### src/rtl/common_pkg.sv
// Shared elaboration helpers: width arithmetic used to size CXU-LI fields.
package common_pkg;

  function automatic int max(input int a, input int b);
    return (a > b) ? a : b;
  endfunction

  // Zero-width fields still get one bit on the wire.
  function automatic int msb(input int w);
    return max(w - 1, 0);
  endfunction

endpackage

### src/rtl/cxu_pkg.sv
// CXU-LI response status width and encodings.
package cxu_pkg;

  localparam int CXU_STATUS_W = 3;

  localparam logic [CXU_STATUS_W-1:0] CXU_STATUS_ERROR = 3'd0;
  localparam logic [CXU_STATUS_W-1:0] CXU_STATUS_OFF   = 3'd1;
  localparam logic [CXU_STATUS_W-1:0] CXU_STATUS_DIRTY = 3'd2;
  localparam logic [CXU_STATUS_W-1:0] CXU_STATUS_CLEAN = 3'd3;
  localparam logic [CXU_STATUS_W-1:0] CXU_STATUS_OK    = 3'd4;

endpackage

### src/rtl/cxu_tag_fifo.sv
// In-order tag FIFO: records the owning initiator of each outstanding request.
// Pushes are dropped when full, pops when empty; both are held off by clk_en.
module cxu_tag_fifo #(
  parameter int DEPTH = 16,
  parameter int W     = 2
) (
  input  logic         clk,
  input  logic         rst_n,
  input  logic         clk_en,
  input  logic         i_push,
  input  logic [W-1:0] i_data,
  input  logic         i_pop,
  output logic [W-1:0] o_data,
  output logic         o_full,
  output logic         o_empty
);

  localparam int AW = $clog2(DEPTH);

  // Pointers carry one wrap bit so full and empty are distinguishable.
  logic [AW:0]  r_wr_ptr;
  logic [AW:0]  r_rd_ptr;
  logic [W-1:0] r_mem [DEPTH];
  logic         w_do_push;
  logic         w_do_pop;

  assign o_empty   = (r_wr_ptr == r_rd_ptr);
  assign o_full    = (r_wr_ptr[AW] != r_rd_ptr[AW]) &&
                     (r_wr_ptr[AW-1:0] == r_rd_ptr[AW-1:0]);
  assign w_do_push = clk_en & i_push & ~o_full;
  assign w_do_pop  = clk_en & i_pop & ~o_empty;
  assign o_data    = r_mem[r_rd_ptr[AW-1:0]];

  always_ff @(posedge clk or negedge rst_n) begin
    if (!rst_n) begin
      r_wr_ptr <= '0;
      r_rd_ptr <= '0;
    end else begin
      if (w_do_push) r_wr_ptr <= r_wr_ptr + 1'b1;
      if (w_do_pop)  r_rd_ptr <= r_rd_ptr + 1'b1;
    end
  end

  always_ff @(posedge clk) begin
    if (w_do_push) r_mem[r_wr_ptr[AW-1:0]] <= i_data;
  end

endmodule

### src/rtl/cxu_arbiter_n1.sv
// N-to-1 CXU-LI arbiter: round-robin request grant, in-order response routing.
// Optional per-initiator grant counters when CXU_ARB_STATS_EN is defined.
module cxu_arbiter_n1
  import common_pkg::*;
  import cxu_pkg::*;
#(
  parameter int CXU_LI_VERSION = 'h10000,
  parameter int CXU_N_CXUS     = 4,
  parameter int CXU_N_STATES   = 0,
  parameter int CXU_CXU_ID_W   = $clog2(CXU_N_CXUS),
  parameter int CXU_STATE_ID_W = $clog2(CXU_N_STATES),
  parameter int CXU_FUNC_ID_W  = 3,
  parameter int CXU_INSN_W     = 0,
  parameter int CXU_DATA_W     = 32,
  parameter int N_INIS         = 4,
  parameter int N_REQS         = 16,
  localparam int CW    = msb(CXU_CXU_ID_W) + 1,
  localparam int SW    = msb(CXU_STATE_ID_W) + 1,
  localparam int FW    = msb(CXU_FUNC_ID_W) + 1,
  localparam int IW    = msb(CXU_INSN_W) + 1,
  localparam int DW    = msb(CXU_DATA_W) + 1,
  localparam int TAG_W = $clog2(N_INIS)
) (
  input  logic                         clk,
  input  logic                         rst_n,
  input  logic                         clk_en,
  input  logic [N_INIS-1:0]            i_req_valids,
  output logic [N_INIS-1:0]            i_req_readys,
  input  logic [N_INIS*CW-1:0]         i_req_cxus,
  input  logic [N_INIS*SW-1:0]         i_req_states,
  input  logic [N_INIS*FW-1:0]         i_req_funcs,
  input  logic [N_INIS*IW-1:0]         i_req_insns,
  input  logic [N_INIS*DW-1:0]         i_req_data0s,
  input  logic [N_INIS*DW-1:0]         i_req_data1s,
  output logic [N_INIS-1:0]            i_resp_valids,
  input  logic [N_INIS-1:0]            i_resp_readys,
  output logic [N_INIS*CXU_STATUS_W-1:0] i_resp_statuss,
  output logic [N_INIS*DW-1:0]         i_resp_datas,
  output logic                         t_req_valid,
  input  logic                         t_req_ready,
  output logic [CW-1:0]                t_req_cxu,
  output logic [SW-1:0]                t_req_state,
  output logic [FW-1:0]                t_req_func,
  output logic [IW-1:0]                t_req_insn,
  output logic [DW-1:0]                t_req_data0,
  output logic [DW-1:0]                t_req_data1,
  input  logic                         t_resp_valid,
  output logic                         t_resp_ready,
  input  logic [CXU_STATUS_W-1:0]      t_resp_status,
  input  logic [DW-1:0]                t_resp_data
`ifdef CXU_ARB_STATS_EN
  ,
  output logic [32*N_INIS-1:0]         grant_cnt
`endif
);

  // Handshake rule on every channel: a transfer happens on a clock edge where
  // valid and ready are both 1 and clk_en is 1; a valid request is never
  // retracted or retargeted until it transfers (grant lock below).

  logic [TAG_W-1:0] r_rr_ptr;
  logic             r_lock;
  logic [TAG_W-1:0] r_lock_id;

  logic [TAG_W-1:0] w_srch;
  logic [TAG_W-1:0] w_idx;
  logic             w_found;
  logic [TAG_W-1:0] w_g;
  logic [TAG_W-1:0] w_g_next;
  logic [TAG_W-1:0] w_head;
  logic             w_full;
  logic             w_empty;
  logic             w_req_rdy;
  logic             w_req_hs;
  logic             w_resp_hs;

  always_comb begin
    w_found = 1'b0;
    w_srch  = r_rr_ptr;
    w_idx   = '0;
    for (int i = 0; i < N_INIS; i++) begin
      w_idx = TAG_W'((int'(r_rr_ptr) + i) % N_INIS);
      if (!w_found && i_req_valids[w_idx]) begin
        w_found = 1'b1;
        w_srch  = w_idx;
      end
    end
  end

  assign w_g      = r_lock ? r_lock_id : w_srch;
  assign w_g_next = (w_g == TAG_W'(N_INIS - 1)) ? '0 : w_g + 1'b1;

  // Outputs are forced low while reset is asserted, whatever the inputs do.
  assign t_req_valid  = rst_n & (|i_req_valids) & ~w_full;
  assign w_req_rdy    = rst_n & t_req_ready & ~w_full;
  assign i_req_readys = {{(N_INIS-1){1'b0}}, w_req_rdy} << w_g;
  assign w_req_hs     = t_req_valid & t_req_ready;

  assign t_req_cxu   = i_req_cxus[w_g*CW +: CW];
  assign t_req_state = i_req_states[w_g*SW +: SW];
  assign t_req_func  = i_req_funcs[w_g*FW +: FW];
  assign t_req_insn  = i_req_insns[w_g*IW +: IW];
  assign t_req_data0 = i_req_data0s[w_g*DW +: DW];
  assign t_req_data1 = i_req_data1s[w_g*DW +: DW];

  always_ff @(posedge clk or negedge rst_n) begin
    if (!rst_n) begin
      r_rr_ptr  <= '0;
      r_lock    <= 1'b0;
      r_lock_id <= '0;
    end else if (clk_en) begin
      if (w_req_hs) begin
        r_rr_ptr <= w_g_next;
        r_lock   <= 1'b0;
      end else if (t_req_valid) begin
        r_lock    <= 1'b1;
        r_lock_id <= w_g;
      end
    end
  end

  cxu_tag_fifo #(
    .DEPTH (N_REQS),
    .W     (TAG_W)
  ) u_tag_fifo (
    .clk     (clk),
    .rst_n   (rst_n),
    .clk_en  (clk_en),
    .i_push  (w_req_hs),
    .i_data  (w_g),
    .i_pop   (w_resp_hs),
    .o_data  (w_head),
    .o_full  (w_full),
    .o_empty (w_empty)
  );

  // The head tag routes the response; status and data go to everyone.
  assign i_resp_valids  = {{(N_INIS-1){1'b0}}, (t_resp_valid & ~w_empty)} << w_head;
  assign t_resp_ready   = i_resp_readys[w_head] & ~w_empty;
  assign w_resp_hs      = t_resp_valid & t_resp_ready;
  assign i_resp_statuss = {N_INIS{t_resp_status}};
  assign i_resp_datas   = {N_INIS{t_resp_data}};

`ifdef CXU_ARB_STATS_EN
  logic [31:0] r_grant_cnt [N_INIS];

  always_ff @(posedge clk or negedge rst_n) begin
    if (!rst_n) begin
      for (int i = 0; i < N_INIS; i++) r_grant_cnt[i] <= '0;
    end else if (clk_en && w_req_hs) begin
      r_grant_cnt[w_g] <= r_grant_cnt[w_g] + 32'd1;
    end
  end

  for (genvar gi = 0; gi < N_INIS; gi++) begin : g_cnt
    assign grant_cnt[gi*32 +: 32] = r_grant_cnt[gi];
  end
`endif

`ifndef SYNTHESIS
  a_resp_when_empty: assert property (@(posedge clk) disable iff (!rst_n)
    !(t_resp_valid && w_empty))
    else $error("cxu_arbiter_n1 (CXU-LI %0h): response with no outstanding request",
                CXU_LI_VERSION);
`endif

endmodule

### config.mk
export PLATFORM = sky130hd
export DESIGN_NAME = cxu_arbiter_n1
export DESIGN_NICKNAME = d
export VERILOG_FILES = /design/src/rtl/common_pkg.sv /design/src/rtl/cxu_pkg.sv /design/src/rtl/cxu_tag_fifo.sv /design/src/rtl/cxu_arbiter_n1.sv
export SDC_FILE = /design/constraint.sdc
export NUM_CORES = 1
export LEC_CHECK = 0
export CORE_AREA = 2 2 215 217
export CTS_CLUSTER_SIZE = 8
export DETAILED_ROUTE_END_ITERATION = 12
export DIE_AREA = 0 0 217 219
export GPL_ROUTABILITY_DRIVEN = 1
export PLACE_DENSITY = 0.49
export SLEW_MARGIN = 20
export SYNTH_ARGS = -nofsm -noshare
export SYNTH_HDL_FRONTEND = slang
export SYNTH_SLANG_ARGS = --single-unit
### constraint.sdc
create_clock -name clk -period 6.5 [get_ports clk]
set_input_delay 1.3 -clock clk [delete_from_list [all_inputs] [get_ports clk]]
set_output_delay 1.3 -clock clk [all_outputs]
set_load 0.1 [all_outputs]
Word-level counts from Yosys, hierarchy flattened --
Memories as Yosys holds them, arrays and structs flattened. Index checks and enable logic that the tools add are counted.
Operators by class: $add $sub $neg 6, multiply operators 1, $lt $le $gt $ge 5, equal/unequal tests 4, shifts and indexed selects 8, muxes and demuxes 22, bitwise operators 15, reduce and logical (&&, ||, !) cells 12
Operators by type and width (count):
- $shiftx 128x8->32 | 2
- $lt 2x3->1 const B | 5
- $and 1x1->1 | 12
- $mux 1 | 12
- $shiftx 12x5->3 | 1
- $add 5x1->5 const B | 2
- $bmux 1 s2 | 5
- $mux 2 | 5
- $shiftx 4x3->1 | 2
- $shiftx 8x4->2 | 1
- $shl 1x2->4 | 2
- $eq 5x5->1 | 1
- $add 2x1->2 const B | 2
- $add 2x2->2 const B | 2
- $eq 4x4->1 | 1
- $logic_and 1x1->1 | 4
- $mul 2x2->4 const B | 1
- $reduce_and 2->1 | 2
- $reduce_or 4->1 | 1
- $logic_not 1->1 | 3
- $not 1->1 | 3
- $reduce_and 3->1 | 1
- $eq 2x2->1 const B | 1
- $reduce_bool 2->1 | 1
- $ne 1x1->1 | 1
Word-level totals: register bits after elaboration 15, RAM bits 32, bits of input ports 332, output and inout bits 221, word-level logic and storage cells 79, memories 1
Memory list:
- u_tag_fifo.r_mem | depth 16, bits a word 2, read ports 1, clocked after Yosys merged registers in 0, wr ports 1, RTL line cxu_tag_fifo.sv:23 | logic [W-1:0] r_mem [DEPTH];

Longest topological paths before layout --
Gate-level depths: netlist of the first run.
depth after elaboration 15, gate-level depth with buffers 10

Hierarchy --
Synthesis of the first run repeated with hierarchy kept, for this count alone.
Second synthesis, totals: cells, all modules 571, area, all modules 5985.7 µm²
By module, submodules not included:
- cxu_arbiter_n1 | instances 1, cells an instance 436, area each 3970.1 µm², sequential area each 125.1 µm²
- cxu_tag_fifo | instances 1, cells an instance 135, area each 2015.7 µm², sequential area each 1211.2 µm²

Worst setup path before layout of the first run --
No wires, ideal clock.
kind in2out, from input i_req_valids[2], to output i_req_readys[0], data arrival time 5283 ps, slack -83 ps, stages 9, cells stage by stage nor2b_1 -> a21oi_1 -> o221ai_1 -> o21a_1 -> inv_1 -> buf_2 -> buf_2 -> buf_2 -> nor4_1
On the way: word-level cells in the longest chain between the ends 14, elaborated cells on any way between the ends 22, those cells by class shift: 1; mux: 15; reduce/logical: 6
RTL lines:
- start, declared | RTL line cxu_arbiter_n1.sv:27 | input logic [N_INIS-1:0] i_req_valids,
- $bmux 1 s2 | RTL line cxu_arbiter_n1.sv:83 | if (!w_found && i_req_valids[w_idx]) begin
- $mux 1 (not written as such) | RTL line cxu_arbiter_n1.sv:83
- $mux 1 | RTL line cxu_arbiter_n1.sv:83
- $logic_not 1->1 | RTL line cxu_arbiter_n1.sv:83
- $logic_and 1x1->1 | RTL line cxu_arbiter_n1.sv:83
- $mux 1 | RTL line cxu_arbiter_n1.sv:83
- $logic_not 1->1 | RTL line cxu_arbiter_n1.sv:83
- $logic_and 1x1->1 | RTL line cxu_arbiter_n1.sv:83
- $mux 1 | RTL line cxu_arbiter_n1.sv:83
- $logic_not 1->1 | RTL line cxu_arbiter_n1.sv:83
- $logic_and 1x1->1 | RTL line cxu_arbiter_n1.sv:83
- $mux 2 (*) | RTL line cxu_arbiter_n1.sv:83
- $mux 2 (*) | RTL line cxu_arbiter_n1.sv:90 | assign w_g = r_lock ? r_lock_id : w_srch;
- via u_tag_fifo.i_data[0] | RTL line cxu_tag_fifo.sv:11 | input logic [W-1:0] i_data,
- $shl 1x2->4 (*) | RTL line cxu_arbiter_n1.sv:96 | assign i_req_readys = {{(N_INIS-1){1'b0}}, w_req_rdy} << w_g;
- end, declared | RTL line cxu_arbiter_n1.sv:28 | output logic [N_INIS-1:0] i_req_readys,
The timed path passes the listed nets; every way through them passes the cells marked *. The select of a mux whose other input is x is not followed.

Worst setup path in the final report of the first run --
from input i_req_valids[1], to output t_req_data1[30]
On the way: word-level cells in the longest chain between the ends 14, elaborated cells on any way between the ends 22, those cells by class shift: 1; mux: 15; reduce/logical: 6
RTL lines:
- $bmux 1 s2 | RTL line cxu_arbiter_n1.sv:83
- $mux 1 (not written as such) | RTL line cxu_arbiter_n1.sv:83
- $mux 1 | RTL line cxu_arbiter_n1.sv:83
- $logic_not 1->1 | RTL line cxu_arbiter_n1.sv:83
- $logic_and 1x1->1 | RTL line cxu_arbiter_n1.sv:83
- $mux 1 | RTL line cxu_arbiter_n1.sv:83
- $logic_not 1->1 | RTL line cxu_arbiter_n1.sv:83
- $logic_and 1x1->1 | RTL line cxu_arbiter_n1.sv:83
- $mux 1 | RTL line cxu_arbiter_n1.sv:83
- $logic_not 1->1 | RTL line cxu_arbiter_n1.sv:83
- $logic_and 1x1->1 | RTL line cxu_arbiter_n1.sv:83
- $mux 2 (*) | RTL line cxu_arbiter_n1.sv:83
- $mux 2 (*) | RTL line cxu_arbiter_n1.sv:90
- $shiftx 128x8->32 (*) | RTL line cxu_arbiter_n1.sv:104 | assign t_req_data1 = i_req_data1s[w_g*DW +: DW];
- end, declared | RTL line cxu_arbiter_n1.sv:46 | output logic [DW-1:0] t_req_data1,
Every way passes the cells marked *; elsewhere a longest branch is shown, timed or not. The select of a mux whose other input is x is not followed.

==> flow_summary.yaml, run 1 <==
pwr:
  power.density_nw_per_um2: 627
  peakVddDrop_uv: 325
  power_uw: 6000
  p_leak_uw: 0.00354
finish:
  area_growth_pct: 66.8
  stdcell_area_sq_um: 9570
  drive_gt1_share_pct: 12.7
  final_util_pct: 21.2
  final_nets: 1289
critical_path:
  path_buf_inv: 3
  startpoint_type: "input pin"
  crit_fanout: 96
  arrival_ns: 4.42
  crit_path_cell_trace: "clkdlybuf4s50_1, nor3b_1, a2111oi_0, o31ai_4, buf_12, a211oi_1, a31oi_1, buf_12"
  cp-end-kind: "output pin"
  cp.required_ns: 5.20
  critPathTopFamily: "compound AO/OA/AOI/OAI gates"
  cpPeakStageDelay_ns: 0.67
  r2r_slack_ns: 3.68
  path_class: "input pin to output pin"
  critical_path.slowest_cell: "a31oi_1"
  crit_top_cell: "buf_12"
route:
  wire_per_inst_um: 18.9
  ant_nets: 0
  vias: 6004
  remaining_drc_errors: 0
  drt_iter0_drc: 286
  routed_via_density: 3.86
  firstDrtPassIters: 7
  wirelength_um: 29400
synthesis:
  synth_cell_types: 54
  synth_area_sq_um: 5740
  ys_warn_count: 0
  synth_top_cells_by_area: "buf_4 (19%), edfxtp_1 (17%), nand2_1 (11%), a211oi_1 (9.3%), a31oi_1 (7.7%)"
  synth_largest_area_cell: "buf_4"
  synth_ff_type: "edfxtp_1"
  synth_top_area_share_pct: 18.6
  ys_seq_area_share_pct: 23.3
  synth_edf_count: 32
  ys_async_sr_fraction_pct: 31.9
  synth_fp_nets: 1085
  synthCells: 748
  ys_ff_latch: 47
  avgSynthCellArea_sq_um: 7.67
grt:
  grt_pass1_vias: 6052
  grt_pass1_wl_um: 39800
  overflow: 0
  grt_max_degree: 97
  grt_usage_pct: 11.3
  antenna_found_initial: 4
die:
  die_w_um: 217
  row_count: 78
  die-area_sq_um: 47500
  coreArea_sq_um: 45100
  pin_count: 553
  die_y_um: 219
  start_util_pct: 12.7
cts:
  clk_pin_slew_worst_paths_ns: 0.06
  clk_path_buf_depth: 2
  cts_setup_buffers: 0
  numCtsBuffers: 5
  postCtsHoldBufs: 0
  clkSinkCount: 47
  cts_max_level: 2
  cts_resized: 0
  root_buffer: "clkbuf_16"
  clkLatencyLatePin_ns: 0.28
  tritoncts: "yes"
sta:
  hold_violations: 0
  fmax_mhz: 175
  grt_setup_unrepaired: "no"
  setup_tns_ns: 0
  fin_crit_ns: 5.72
  worst_hold_slack_ns: 0.493
  setup_viol: 0
  slew_headroom_pct: 35.2
  slew_violations: 0
  fin_skew_ns: 0.00649
  worstMarginPinSlew_ns: 0.969
  timing.final.crit_share_pct: 88.0
placed_design:
  placed_area_sq_um: 9430
  numPortBuffers: 377
  place_hpwl_um: 24900
  place.gp.congestion: 0.834
run:
  cap_violations: 0
min_path:
  hold_path_class: "register to register"
outcome:
  status: "complete, no violations"
[stage by stage]
stage / setup WS, ns / cells
global route: 0.511 / 1554
CTS: 0.632 / 1553
detailed placement: 0.651 / 1545
global placement: 0.664 / 1545
finish: 0.783 / 1555
floorplan: 1.04 / 748
[power by group]
| part | total, uW | internal, uW | switching [uW] | leakage [uW] |
|---|---|---|---|---|
| registers | 504 | 392 | 112 | 0.000477 |
| clock network | 243 | 141 | 102 | 0.0000683 |
| logic | 5260 | 1530 | 3720 | 0.00299 |
[cell usage in the layout, fill, tap and decap left out, types with 3 or more instances in the layout]
cell type	count
xnor2_1	8
clkdlybuf4s50_1	301
a211oi_1	71
nor2b_1	6
nand2b_1	5
nand4_1	3
a31oi_1	71
xor2_1	6
clkbuf_16	5
dfrtp_1	15
o21ai_0	4
inv_1	6
nand2_1	162
edfxtp_1	32
and2_0	25
ha_1	5
mux2i_1	9
nor2_1	21
nor3_1	4
mux2_2	3
and2_1	48
buf_12	40
buf_4	52
a21oi_1	8
[worst paths after layout]
check                                        from                endpoint  cells past startpoint
max in group asynchronous                   rst_n  u_tag_fifo.r_wr_ptr[2]                      2
min in group asynchronous                   rst_n  u_tag_fifo.r_rd_ptr[4]                      2
max reg2reg                u_tag_fifo.r_rd_ptr[1]  u_tag_fifo.r_wr_ptr[4]                      7
min reg2reg                u_tag_fifo.r_rd_ptr[4]  u_tag_fifo.r_rd_ptr[4]                      1
min                        u_tag_fifo.r_rd_ptr[4]  u_tag_fifo.r_rd_ptr[4]                      1
max                               i_req_valids[1]         t_req_data1[30]                      8
[sequential cells by signal, indices dropped and copies added (netlist names)]
name	flops
u_tag_fifo.r_wr_ptr	5
u_tag_fifo.r_mem	32
u_tag_fifo.r_rd_ptr	5
r_rr_ptr	2
r_lock_id	2
r_lock	1
[cell type report]
type | count | area [sq um]
diodes | 2 | 5.00
clock buffers | 6 | 129
clock inverters | 2 | 8.76
fillers | 5044 | 35500
inverters | 7 | 28.8
multi-input cells | 498 | 3110
flip-flops and latches | 47 | 1340
well taps | 600 | 751
repair buffers | 393 | 4200
[kinds of logic (layout without fill, tap and decap cells)]
kind of cell,Yosys count,count (layout),share of synthesized area (%)
AND/OR/NAND/NOR,294,294,25.2
adder cells (fa/ha/maj),5,5,1.09
AO/OA/AOI/OAI,166,166,20.6
XOR/XNOR,14,14,2.14
multiplexers,19,19,4.56
buffers and inverters,203,408,23.1
flip-flops,47,47,23.3
other,0,2,0
[metal layers]
metal / part of all wire (%) / global-route usage (%) / up-vias
li1: - / - / 2881
met1: 36 / 11.9 / 2702
met2: 52 / 21.1 / 384
met3: 8.8 / 3.77 / 35
met4: 3.4 / 3.74 / 2
met5: 0.031 / 0 / -
[worst reg2reg max path, delay by kind of cell (launching register included)]
family           cells  cell delay (ns)
AND/OR/NAND/NOR      5             1.59
flip-flops           1             0.81
XOR/XNOR             2             0.30
[synthesized netlist by cell type (all sizes together), types with 2 or more instances]
| cell type | instances |
|---|---|
| a31oi | 71 |
| o21ai | 4 |
| a211oi | 71 |
| nand2b | 6 |
| nor3 | 4 |
| dfrtp | 15 |
| nor2b | 6 |
| nand4 | 4 |
| nor4b | 2 |
| nor4 | 3 |
| nand3 | 2 |
| mux4 | 4 |
| and2 | 73 |
| mux2i | 10 |
| a22oi | 4 |
| buf | 168 |
| o22ai | 2 |
| ha | 5 |
| and2b | 2 |
| nor2 | 21 |
| and3 | 3 |
| edfxtp | 32 |
| xnor2 | 8 |
| and4b | 2 |
| a21oi | 8 |
| nand2 | 162 |
| clkbuf | 28 |
| xor2 | 6 |
| inv | 7 |
| mux2 | 5 |
Power figures use the tool's default switching activity.
==> run 2, diff against run 1 <==
--- a/config.mk
+++ b/config.mk
@@ -11,7 +11,7 @@
 export DIE_AREA = 0 0 217 219
 export GPL_ROUTABILITY_DRIVEN = 1
 export PLACE_DENSITY = 0.49
-export SLEW_MARGIN = 20
+export SLEW_MARGIN = 5
 export SYNTH_ARGS = -nofsm -noshare
 export SYNTH_HDL_FRONTEND = slang
 export SYNTH_SLANG_ARGS = --single-unit
==> results of run 2 <==
Same layout as run 1: the final DEF is identical, and so are final timing and power.
==> run 3, diff against run 2 <==
--- a/config.mk
+++ b/config.mk
@@ -11,6 +11,7 @@
 export DIE_AREA = 0 0 217 219
 export GPL_ROUTABILITY_DRIVEN = 1
 export PLACE_DENSITY = 0.49
+export SKIP_CTS_REPAIR_TIMING = 1
 export SLEW_MARGIN = 5
 export SYNTH_ARGS = -nofsm -noshare
 export SYNTH_HDL_FRONTEND = slang
==> results of run 3 <==
Same layout as run 1: the final DEF is identical, and so are final timing and power.
